## src/rtl/gcd_pkg.sv

```systemverilog
// Shared constants, data type and engine state encoding for the GCD stream unit.
package gcd_pkg;
  localparam int DATA_W  = 4;
  localparam int Y_DEPTH = 2;

  typedef logic [DATA_W-1:0] data_t;

  typedef enum logic [1:0] {
    IDLE = 2'd0,
    CALC = 2'd1,
    DONE = 2'd2
  } gcd_state_e;
endpackage

```

## src/rtl/gcd_fifo.sv

```systemverilog
// Parameterized synchronous circular FIFO; writes when full and reads when empty are ignored.
// data_o shows the head combinationally and reads as 0 when empty.
module gcd_fifo #(
  parameter int DEPTH = 2,
  parameter int WIDTH = 4
) (
  input  logic             clk_i,
  input  logic             rst_ni,
  input  logic             wr_en,
  input  logic             rd_en,
  input  logic [WIDTH-1:0] data_i,
  output logic [WIDTH-1:0] data_o,
  output logic             full_o,
  output logic             empty_o
);
  localparam int PW = (DEPTH > 1) ? $clog2(DEPTH) : 1;
  localparam int CW = $clog2(DEPTH + 1);

  logic [WIDTH-1:0] mem [DEPTH];
  logic [PW-1:0]    wr_ptr;
  logic [PW-1:0]    rd_ptr;
  logic [CW-1:0]    count;
  logic             wr_ok;
  logic             rd_ok;

  function automatic logic [PW-1:0] next_ptr(input logic [PW-1:0] p);
    return (p == PW'(DEPTH - 1)) ? '0 : p + PW'(1);
  endfunction

  assign full_o  = (count == CW'(DEPTH));
  assign empty_o = (count == '0);
  assign wr_ok   = wr_en && !full_o;
  assign rd_ok   = rd_en && !empty_o;
  assign data_o  = empty_o ? '0 : mem[rd_ptr];

  always_ff @(posedge clk_i or negedge rst_ni) begin
    if (!rst_ni) begin
      for (int i = 0; i < DEPTH; i++) mem[i] <= '0;
      wr_ptr <= '0;
      rd_ptr <= '0;
      count  <= '0;
    end else begin
      if (wr_ok) begin
        mem[wr_ptr] <= data_i;
        wr_ptr      <= next_ptr(wr_ptr);
      end
      if (rd_ok) rd_ptr <= next_ptr(rd_ptr);
      case ({wr_ok, rd_ok})
        2'b10:   count <= count + CW'(1);
        2'b01:   count <= count - CW'(1);
        default: count <= count;
      endcase
    end
  end
endmodule

```

## src/rtl/gcd_stream_unit.sv

```systemverilog
// Streaming subtractive-Euclid GCD: single-entry operand buffers, iterative engine, result FIFO.
//   state | meaning
//   IDLE  | waiting for both operands and a free result slot
//   CALC  | one subtraction per cycle until equal or a zero appears
//   DONE  | result latched; flags a one-cycle valid that pushes it next cycle
module gcd_stream_unit
  import gcd_pkg::*;
#(
  parameter int DATA_W  = gcd_pkg::DATA_W,
  parameter int Y_DEPTH = gcd_pkg::Y_DEPTH
) (
  input  logic              clk_i,
  input  logic              rst_ni,
  input  logic [DATA_W-1:0] a_data,
  input  logic              a_en,
  input  logic [DATA_W-1:0] b_data,
  input  logic              b_en,
  input  logic              y_en,
  output logic              a_rdy,
  output logic              b_rdy,
  output logic [DATA_W-1:0] y_data,
  output logic              y_rdy
);
  gcd_state_e        state, state_nxt;
  logic [DATA_W-1:0] a_reg, b_reg, res_reg;
  logic [DATA_W-1:0] a_buf, b_buf;
  logic              a_full, b_full, a_empty, b_empty;
  logic              y_full, y_empty;
  logic              res_valid;
  logic              start, finish;

  gcd_fifo #(.DEPTH(1), .WIDTH(DATA_W)) u_a_buf (
    .clk_i(clk_i), .rst_ni(rst_ni), .wr_en(a_en && a_rdy), .rd_en(start),
    .data_i(a_data), .data_o(a_buf), .full_o(a_full), .empty_o(a_empty)
  );

  gcd_fifo #(.DEPTH(1), .WIDTH(DATA_W)) u_b_buf (
    .clk_i(clk_i), .rst_ni(rst_ni), .wr_en(b_en && b_rdy), .rd_en(start),
    .data_i(b_data), .data_o(b_buf), .full_o(b_full), .empty_o(b_empty)
  );

  gcd_fifo #(.DEPTH(Y_DEPTH), .WIDTH(DATA_W)) u_y_fifo (
    .clk_i(clk_i), .rst_ni(rst_ni), .wr_en(res_valid), .rd_en(y_en),
    .data_i(res_reg), .data_o(y_data), .full_o(y_full), .empty_o(y_empty)
  );

  assign a_rdy = a_empty;
  assign b_rdy = b_empty;
  assign y_rdy = !y_empty;

  // A pending push still occupies a slot, so hold off a new start until it lands.
  assign start  = (state == IDLE) && a_full && b_full && !y_full && !res_valid;
  assign finish = (a_reg == b_reg) || (a_reg == '0) || (b_reg == '0);

  always_ff @(posedge clk_i or negedge rst_ni) begin
    if (!rst_ni) state <= IDLE;
    else         state <= state_nxt;
  end

  always_comb begin
    state_nxt = state;
    case (state)
      IDLE:    if (start) state_nxt = CALC;
      CALC:    if (finish) state_nxt = DONE;
      DONE:    state_nxt = IDLE;
      default: state_nxt = IDLE;
    endcase
  end

  always_ff @(posedge clk_i or negedge rst_ni) begin
    if (!rst_ni) begin
      a_reg     <= '0;
      b_reg     <= '0;
      res_reg   <= '0;
      res_valid <= 1'b0;
    end else begin
      res_valid <= (state == DONE);
      if (start) begin
        a_reg <= a_buf;
        b_reg <= b_buf;
      end else if (state == CALC) begin
        if (finish)             res_reg <= (a_reg == '0) ? b_reg : a_reg;
        else if (a_reg > b_reg) a_reg   <= a_reg - b_reg;
        else                    b_reg   <= b_reg - a_reg;
      end
    end
  end
endmodule

```

## config.mk

```make
export PLATFORM = sky130hd
export DESIGN_NAME = gcd_stream_unit
export DESIGN_NICKNAME = d
export VERILOG_FILES = /design/src/rtl/gcd_pkg.sv /design/src/rtl/gcd_fifo.sv /design/src/rtl/gcd_stream_unit.sv
export SDC_FILE = /design/constraint.sdc
export NUM_CORES = 1
export LEC_CHECK = 0
export BUFFER_PORTS_ARGS = -buffer_cell sky130_fd_sc_hd__clkbuf_2
export CAP_MARGIN = 0
export CORE_UTILIZATION = 55
export CTS_BUF_LIST = sky130_fd_sc_hd__clkbuf_2
export CTS_CLUSTER_DIAMETER = 150
export DETAILED_ROUTE_END_ITERATION = 6
export PLACE_DENSITY = 0.78
export SYNTH_ARGS = -nofsm -noshare
export SYNTH_HDL_FRONTEND = slang
export SYNTH_SLANG_ARGS = --single-unit
export TNS_END_PERCENT = 5
```

## constraint.sdc

```tcl
create_clock -name clk_i -period 1.8 [get_ports clk_i]
set_input_delay 0.27 -clock clk_i [delete_from_list [all_inputs] [get_ports clk_i]]
set_output_delay 0.27 -clock clk_i [all_outputs]
set_load 0.05 [all_outputs]
```

* Word-level counts from Yosys, hierarchy flattened
Index checks and enable logic that the tools add are counted.
** Word-level totals
- Bits in registers :: 41
- Logic and storage cells :: 132
** Cells by class
- Add/subtract/negate cells :: 14
- Magnitude comparators :: 10
- Equality and inequality tests :: 14
- Multiplexer cells :: 36
- Bitwise operators :: 5
- Reductions and logical operators :: 35
** Operators with widths (number)
- 4-bit 2-to-1 mux :: 20
- 1-bit logical AND :: 15
- 2-bit equality test (second input constant) :: 5
- 2-bit nonzero test :: 5
- 3-bit AND reduction :: 3
- 1-bit adder (second input constant) :: 8
- 4-bit bitwise mux :: 2
- 8-bit bitwise mux :: 1
- 2-bit by 1-bit equality test with 1-bit output (second input constant) :: 4
- 4-bit zero test :: 2
- 2-bit one-hot mux with 2 select lines :: 2
- 4-bit subtractor :: 2
- 1-bit 2-to-1 mux :: 6
- 2-bit by 1-bit inequality test with 1-bit output (second input constant) :: 3
- 1-bit zero test :: 5
- 4-bit demux with 1-bit select :: 1
- 4-bit equality test :: 1
- 2-bit greater-or-equal comparator (second input constant) :: 2
- 4-bit greater-than comparator :: 1
- 2-bit zero test :: 2
- 1-bit less-than comparator (second input constant) :: 4
- 2-bit 2-to-1 mux :: 2
- 1-bit inverter with 2-bit output :: 2
- 1-bit one-hot mux with 2 select lines :: 2
- 9 further kinds :: 14

* Depth between registers and ports, before layout
Gate-level depths: netlist (run 1).
- Word-level depth :: 8
- Depth in mapped cells :: 7

* By module
A second synthesis (run 1) with hierarchy kept.
** Second synthesis, totals
- Cells, all modules :: 175
- Area total of the unflattened synthesis :: 2058.2 µm²
** By module, submodules not included
- gcd_stream_unit :: times used 1, cells each 99, area each 1007.2 µm², sequential area each 375.4 µm²
- gcd_fifo (u_y_fifo) :: times used 1, cells each 44, area each 570.5 µm², sequential area each 300.3 µm²
- gcd_fifo (u_a_buf ...) :: times used 2, cells each 16, area each 240.2 µm², sequential area each 125.1 µm²

* Least setup slack after synthesis (run 1)
No wires, ideal clock.
- Kind :: register to register
- From :: reg a_reg[2]
- To :: reg b_reg[0]
- Library setup time :: 0.104 ns
- Arrival time :: 1.793 ns
- Setup slack :: -0.097 ns
- Cell stages (with the launch flop) :: 8
- Clock period less this slack :: 1.897 ns
- Path through :: dfrtp_1 -> inv_1 -> ha_1 -> clkbuf_1 -> nor2b_1 -> o21a_1 -> or4_1 -> o311ai_1
** On the way
- Longest elaborated chain between the ends :: 5
- Elaborated cells on any way between the ends :: 8
- Those cells by class :: order compare (1); eq/ne (3); reduce/logical (4)
** RTL lines
- start, declared :: line gcd_stream_unit.sv:25 : logic [DATA_W-1:0] a_reg, b_reg, res_reg;
- start signal, assigned :: line gcd_stream_unit.sv:79 : a_reg <= a_buf;
- start signal, assigned :: line gcd_stream_unit.sv:83 : else if (a_reg > b_reg) a_reg <= a_reg - b_reg;
- branches (longest 4 deep; another with 4-bit greater-than comparator)
- 3-bit AND reduction (no line) (*)
- end signal, assigned :: line gcd_stream_unit.sv:80 : b_reg <= b_buf;
- end signal, assigned :: line gcd_stream_unit.sv:84 : else b_reg <= b_reg - a_reg;
- end, declared :: line gcd_stream_unit.sv:25
Every way passes the cells marked *.
A chain may end at the register's enable or synchronous reset.

* Worst setup path after layout (run 1)
- From :: reg b_reg[0]
- To :: reg b_reg[1]
** On the way
- Longest elaborated chain between the ends :: 5
- Elaborated cells on any way between the ends :: 13
- Those cells by class :: add/sub (1); order compare (1); eq/ne (3); mux (4); reduce/logical (4)
** RTL lines (line)
- 4-bit subtractor / 4-bit equality test (equally long branches) :: gcd_stream_unit.sv:84, gcd_stream_unit.sv:53
- 4-bit 2-to-1 mux / 1-bit logical OR (equally long branches) :: gcd_stream_unit.sv:83, gcd_stream_unit.sv:53
- 4-bit 2-to-1 mux / 1-bit logical OR (equally long branches) :: gcd_stream_unit.sv:82, gcd_stream_unit.sv:53
- 4-bit 2-to-1 mux / 2-bit by 1-bit inequality test with 1-bit output (equally long branches)
- 4-bit 2-to-1 mux / 3-bit AND reduction (equally long branches)
Parallel ways exist; a longest one is shown, timed or not. The select of a mux whose other input is x is not followed.

==> metrics list, run 1 <==
- Run status: complete, but fails checks
- The checks that failed: setup timing.
- Largest net degree at the start of global routing: 38
- The worst setup path is launched from a register.
- After floorplanning, the core was sized to cover 3340 um^2.
* Cell area after placement: ~2200 um^2
- Largest register by flop count: u_y_fifo.mem
- Sequential-to-total area share from yosys stat: 0.483
* Count of warnings emitted by yosys: 0
- In this run, CTS created clock tree buffers numbering 5.
- The clock drives 37 sinks.
* Largest cells by area after synthesis: sky130_fd_sc_hd__dfrtp_1 48%, sky130_fd_sc_hd__mux2_2 9.4%, sky130_fd_sc_hd__ha_1 5.2%
- Pin placement for this block handled 20 I/O pins.
- Vias after detailed routing: between 1000 and 1500
* 1st-iter DRT viols: 91
* Antenna violations before repair: 0
* Final-report hold violation count: 0
- TritonCTS built the clock tree.
- For this run, the post-layout net count is around 240.
- In the global route stage, overall resource usage came out at 0.246.
- Slew at the pin closest to its max-slew limit: ~0.6 ns
* Max H-tree Level: 2
- Setup violations remaining at the end of the flow were counted as 7.
* Total placed cells including tap cells: roughly 250
- The via count of the first global-routing pass came to ~1500.
- The tool flagged a number of max-cap violations equal to 0.
- Setup repair after global routing could not meet its margin everywhere.
- After detailed routing, the number of remaining DRC violations is 0.
* Flip-flop count of the largest register, all copies and words added: 8
* Final wirelength: approximately 4200 um
- Worst min-delay path category: in2reg
* Number of register bits inferred by synthesis: 37
- Area of all placed cells without fillers: around 2400 um^2
- Worst Setup Path Type: reg2reg
- Vias per cell: approximately 5.7
* WL per Instance: approximately 16 um
* Post-synth net total: around 190
- After synthesis, the mean cell area works out to 11.3 um^2.
- Port bufs: 19
- Height of the die: about 61 um
- On the final layout, the worst clock skew is about 0.007 ns.
- Of the cells placed in the final design, the portion with a size suffix greater than 1 is 0.386.
- Clock Root Buffer: sky130_fd_sc_hd__clkbuf_2
- Derived from the worst setup path, the maximum achievable clock frequency is 0.522 GHz.
* Post-detailed-route count of antenna-violating nets: 0
- The total count of max-transition violations in the final report was 0.
- Yosys cell types: 37
- Weighted congestion at the end of routability-driven global placement: about 1.0
* Clock Path Buffers: 2
- The repair_antennas step left the layout with diodes totalling 0.
- Synthesis produced approximately 170 cells.
- Die Wd: approximately 61 um
- For the worst setup path, the data required time is 2.10 ns.
- Synthesized area: around 1900 um^2
- Layout fillers: ~270
- Site Rows: 21
- Final worst path period need: 1.92 ns
* Clock slew seen by the registers of the worst setup and hold paths: 0.18 ns
- The area growth from synthesis to layout is 22.8%.
- Final std cells w/o fill: approximately 260
- At the worst endpoint, the arrival time is 2.22 ns.
- Min setup slack post-route: -0.117 ns
* Detailed-placement wirelength estimate: between 3000 and 4000 um
* Full die area: roughly 3700 um^2
* Initial standard-cell utilization of the core: 0.575
- Before antenna repair, the detailed router went through 5 iterations.
* Part of the cycle the worst path needs: 1.06
- Post-Place Setup Slack: -0.139 ns
* Global-route wire length before repair: approximately 6500 um
- Biggest area consumer among synthesized cells: sky130_fd_sc_hd__dfrtp_1
* Worst-skew pair later-pin latency: about 0.39 ns
* Endpoint class of the critical path: register
* Slew Limit Headroom: 0.591
* Setup TNS after final layout: -0.455 ns
- The total overflow left after global routing is 0.
- Of all nets on the critical path, the largest fanout is 3.
- Portion of synthesized cell area occupied by the leading cell type: 0.483
routing by layer:
| layer | part of all wire | vias up | global-route usage | routed length [um] |
|---|---|---|---|---|
| met5 | 0 | - | 0 | 0 |
| met4 | 0.029 | 0 | 0.117 | 121 |
| met3 | 0.043 | 16 | 0.0525 | 184 |
| met2 | 0.55 | 50 | 0.457 | 2310 |
| met1 | 0.38 | 725 | 0.264 | 1620 |
| li1 | - | 696 | - | - |
cell usage in the layout, fill, tap and decap left out, drive strengths merged, types with 2 or more instances in the layout:
cell	instances
a211o	2
a21oi	12
and3	2
buf	25
clkbuf	21
clkinv	3
dfrtp	37
fa	2
ha	8
inv	12
mux2	16
mux2i	4
nand2	10
nand2b	2
nand3	3
nand3b	2
nor2	15
nor2b	5
o2111ai	2
o211ai	2
o311ai	6
or4	4
xnor2	5
xor2	2
cells by family (layout without fill, tap and decap cells):
group | after synthesis | count (layout) | share of synthesized area
buffers and inverters | 16 | 62 | 0.0326
multiplexers | 20 | 20 | 0.115
adder cells (fa/ha/maj) | 10 | 10 | 0.0731
XOR/XNOR | 7 | 7 | 0.0320
AO/OA/AOI/OAI | 30 | 30 | 0.119
AND/OR/NAND/NOR | 49 | 49 | 0.145
flip-flops | 37 | 37 | 0.483
what timing repair did:
action,CTS,global route
hold endpoints to repair,37,0
gates resized for setup,10,10
hold buffers,1,0
endpoints found under the setup margin,8,15
buffers inserted,3,0
pin swaps,3,6
layout make-up:
cell class,count,area [um^2],area share
well taps,46,57.6,0.0244
flip-flops and latches,37,927,0.394
repair buffers,42,274,0.116
clock inverters,3,12.5,0.00531
clock buffers,5,25.0,0.0106
inverters,12,45.0,0.0191
multi-input cells,116,1010,0.431
metrics by stage:
stage          hold WS (ns)   util
6_report             0.0893  0.706
5_1_grt              0.0770  0.706
4_1_cts              0.0856  0.695
3_5_place_dp          0.338  0.659
3_3_place_gp          0.328  0.659
2_1_floorplan       -0.0256      -
path summary, 6_finish.rpt:
check | start | slack [ns] | cells after the start | endpoint
max reg2reg | b_reg[0] | -0.12 | 5 | b_reg[1]
max | b_reg[0] | -0.12 | 5 | b_reg[1]
min reg2reg | state[0] | 0.47 | 1 | res_valid
min in group asynchronous | rst_ni | 0.44 | 3 | u_y_fifo.rd_ptr
max in group asynchronous | rst_ni | 1.04 | 3 | u_y_fifo.rd_ptr
min | a_en | 0.09 | 3 | u_a_buf.full_o
worst max-delay path: stages (launching register included):
cell and delay [ns]:
sky130_fd_sc_hd__dfrtp_1 0.45, sky130_fd_sc_hd__inv_1 0.12, sky130_fd_sc_hd__ha_4 0.18, sky130_fd_sc_hd__fa_1 0.45
sky130_fd_sc_hd__or4_4 0.55, sky130_fd_sc_hd__o311ai_2 0.08
cell usage after synthesis:
master                      number
sky130_fd_sc_hd__and3_1          2
sky130_fd_sc_hd__o21ai_1         1
sky130_fd_sc_hd__dfrtp_1        37
sky130_fd_sc_hd__or4_1           2
sky130_fd_sc_hd__nand4b_2        1
sky130_fd_sc_hd__ha_1            8
sky130_fd_sc_hd__clkbuf_1        2
sky130_fd_sc_hd__a21o_1          1
sky130_fd_sc_hd__o21a_1          1
sky130_fd_sc_hd__nand2b_1        2
sky130_fd_sc_hd__nand4_2         1
sky130_fd_sc_hd__nor4b_1         1
sky130_fd_sc_hd__nand3b_1        2
sky130_fd_sc_hd__nor3_1          1
sky130_fd_sc_hd__a211o_1         2
sky130_fd_sc_hd__clkbuf_2        1
sky130_fd_sc_hd__mux2i_1         4
sky130_fd_sc_hd__a31oi_4         1
sky130_fd_sc_hd__xnor2_1         5
sky130_fd_sc_hd__buf_2           1
sky130_fd_sc_hd__xor2_1          2
sky130_fd_sc_hd__a311oi_2        1
sky130_fd_sc_hd__or4_4           2
sky130_fd_sc_hd__a21oi_1        12
sky130_fd_sc_hd__nor4_1          1
sky130_fd_sc_hd__inv_1          12
sky130_fd_sc_hd__o2111ai_1       2
sky130_fd_sc_hd__nor2_1         15
sky130_fd_sc_hd__a221o_1         1
sky130_fd_sc_hd__nand2_1        10
sky130_fd_sc_hd__nand3_1         3
sky130_fd_sc_hd__mux2_2         16
sky130_fd_sc_hd__fa_1            2
sky130_fd_sc_hd__o211ai_1        2
sky130_fd_sc_hd__and4b_4         1
sky130_fd_sc_hd__nor2b_1         5
sky130_fd_sc_hd__o311ai_1        6
Power of run 1 is left out: the tool's default activity adds up to more than one toggle a clock period on the data nets, which glitch-free logic cannot reach.
==> inputs of run 2 (changes only) <==
- GPL_TIMING_DRIVEN: default -> 0
==> run 2 against run 1 <==
Against the previous run:
- the run still ends with setup timing left
- routed wire length down 4.1%
- die area unchanged
- core utilization down 0.075 points
- cell count down 1.9%
- maximum frequency up 0.62%
- critical path depth up 2
- worst hold slack worse by 0.0030 ns
- register-to-register slack about the same
- global-route usage down 0.23 points
- first-iteration DRC count down 20%
- sequential share of layout area up 0.25 points
- non-clock buffer count down 4
- largest cell class unchanged
- highest routed layer unchanged
==> metrics list, run 2 (same netlist as run 1, synthesis figures left out) <==
* Max-slew violation count: 0 (unchanged)
- The critical-path maximum fanout came to 4 (was 3).
* Worst Setup Path Type: reg2reg (unchanged)
* Worst-skew pair later-pin latency: 0.39 ns (about the same)
- The TritonCTS clock tree is yes (unchanged).
- The initial core utilization is 0.575 (unchanged).
* Max-cap viol count: 0 (unchanged)
* Violations in the final reports: setup timing (unchanged)
* Max H-tree Level: 2 (unchanged)
- The clock sink count came to 37 (unchanged).
- Kind of cell adding the most delay to the critical path: simple AND/OR/NAND/NOR gates (was adder cells)
* Final net count: 233 (was 237)
- The mean routed wirelength per cell is 15.9 um (was 16.2 um).
- The largest net degree at the start of global routing came to 38 (unchanged).
- The initial DRC count is 73 (was 91).
- The number of design rule violations left after detail routing came to 0 (unchanged).
* Final global-route overflow total: 0 (unchanged)
- The final setup violation count was 3 (was 7).
- The number of flip-flops under the largest register name is 8 (unchanged).
- Met3 global-route usage: 0.0609 (was 0.0525)
- The cell with the biggest individual delay on the critical path was sky130_fd_sc_hd__or4_4 (unchanged).
* Vias after detailed routing: 1421 (was 1487)
* Grt peak-use layer: met2 (unchanged)
- Vias per cell: 5.55 (was 5.70)
- Port bufs: 19 (unchanged)
- Clock Root Buffer: sky130_fd_sc_hd__clkbuf_2 (unchanged)
- List of cells traversed by the critical path: inv_2 -> ha_4 -> clkbuf_8 -> nor2b_4 -> o21a_4 -> or4_4 -> o311ai_2 (was inv_1 -> ha_4 -> fa_1 -> or4_4 -> o311ai_2).
* Post-detailed-route count of antenna-violating nets: 0 (unchanged)
- The antenna cell count is 0 (unchanged).
- Total placed cells including tap cells: 234 (was 249)
* Die Wd: 61.1 um (unchanged)
- RSZ-0062 raised after global routing: yes (unchanged)
* Final wirelength: 4060 um (was 4240 um)
- Final-report hold violation count: 0 (unchanged)
- The placer congestion estimate came to 0.831 (was 0.997).
- The required time of the worst setup path was 2.09 ns (was 2.10 ns).
* Area added between synthesis and finish: 22.7% (was 22.8%)
- Slew at the pin closest to its max-slew limit: 0.883 ns (was 0.608 ns)
* Final worst path period need: 1.91 ns (was 1.92 ns)
- Total track usage: 0.243 (was 0.246)
- The slack of the critical path is -0.105 ns (was -0.117 ns).
- Maximum cell stage delay along the critical path: 0.53 ns (was 0.55 ns)
* Part of the cycle the worst path needs: 1.06 (about the same)
- The number of buffers on the longest clock path was 2 (unchanged).
- Worst min-delay path category: in2reg (unchanged)
* Data arrival time of the critical path: 2.20 ns (was 2.22 ns)
* Clock slew seen by the registers of the worst setup and hold paths: 0.17 ns (was 0.18 ns)
- The final core utilization came to 0.705 (was 0.706).
- Full die area: 3730 um^2 (unchanged)
- The met2 global-route usage is 0.450 (was 0.457).
- The area of the placeable core came to 3340 um^2 (unchanged).
* Site Rows: 21 (unchanged)
* Via count of the first global-routing pass: 1477 (was 1506)
- Buf+Inv Stages, Crit Path: 2 (was 1)
- Total CTS buffers: 5 (unchanged)
* Largest register by flop count: u_y_fifo.mem (unchanged)
* Slew Limit Headroom: 0.411 (was 0.591)
- Run status: complete, but fails checks (unchanged)
- Number of primary I/O pins: 20 (unchanged)
* Length of the first detailed-routing pass in iterations: 4 (was 5)
* Antenna violations before repair: 0 (unchanged)
- The endpoint class of the critical path is a register (unchanged).
- The detailed placement HPWL is 2740 um (was 3010 um).
- The most common cell after layout, fill and taps aside is sky130_fd_sc_hd__dfrtp_1 (unchanged).
* Worst Skew: 0.0160 ns (was 0.00708 ns)
- The met1 capacity usage during global routing was 0.258 (was 0.264).
- Global-route wire length before repair: 6460 um (was 6510 um)
* Kind of start point of the critical path: register (unchanged)
* Final std cells w/o fill: 256 (was 261)
- The height of the die came to 61.1 um (unchanged).
- The total of fill cells in the finished design is 271 (unchanged).
- The fraction of layout instances using a drive strength above 1 came to 0.419 (was 0.386).
* Upper clock frequency limit: 0.525 GHz (was 0.522 GHz)
* Setup TNS after final layout: -0.250 ns (was -0.455 ns)
- Worst hold margin: 0.0863 ns (was 0.0893 ns)
- Most used cells in the layout excluding fill and tap cells: 32 x sky130_fd_sc_hd__dfrtp_1, 22 x sky130_fd_sc_hd__clkbuf_2, 16 x sky130_fd_sc_hd__mux2_2 (was 36 x sky130_fd_sc_hd__dfrtp_1, 21 x sky130_fd_sc_hd__clkbuf_2, 21 x sky130_fd_sc_hd__buf_4).
==> run 2: path summary, 6_finish.rpt <==
check	startpoint	slack (ns)	end	cells past startpoint
min in group asynchronous	rst_ni	0.51	u_y_fifo.count[1]	2
max in group asynchronous	rst_ni	0.67	b_reg[0]	2
hold reg to reg	state[0]	0.49	res_valid	1
setup reg to reg	a_reg[2]	-0.11	b_reg[1]	7
setup / recovery	a_reg[2]	-0.11	b_reg[1]	7
hold / removal	a_en	0.09	u_a_buf.full_o	3
==> run 2: layer usage <==
metal  up-vias  wire, um
li1        681         -
met1       692      1680
met2        38      2140
met3        10       163
met4         0        75
met5         -         0
==> run 2: worst min-delay path, stage by stage <==
cell,delay [ns]
sky130_fd_sc_hd__clkbuf_2,0.08
sky130_fd_sc_hd__nor2_1,0.03
sky130_fd_sc_hd__nor2_1,0.07
==> run 2: layout make-up <==
type	count	area, um^2	share of cell area
multi-input cells	116	1030	0.439
flip-flops and latches	37	932	0.396
repair buffers	34	221	0.0941
well taps	46	57.6	0.0245
inverters	12	45.0	0.0191
plain buffers	4	31.3	0.0133
clock buffers	6	30.0	0.0128
clock inverters	1	3.75	0.00159
==> run 2: what timing repair did <==
action | 4_1_cts | 5_1_grt
buffers inserted | 12 | 2
hold buffers | 1 | 0
setup endpoints to repair | 16 | 17
cloned | 0 | 0
gates resized for setup | 17 | 21
hold endpoints to repair | 29 | 0
pin swaps | 8 | 3
==> run 2: through the flow <==
stage                     setup slack, ns  area [um^2]
after CTS                         -0.0975         2280
after global placement             -0.287         2080
after global routing               -0.137         2350
after detailed placement           -0.271         2080
final                              -0.105         2350
after floorplan                   -0.0422         1930
Power of run 2 is left out for the same reason.
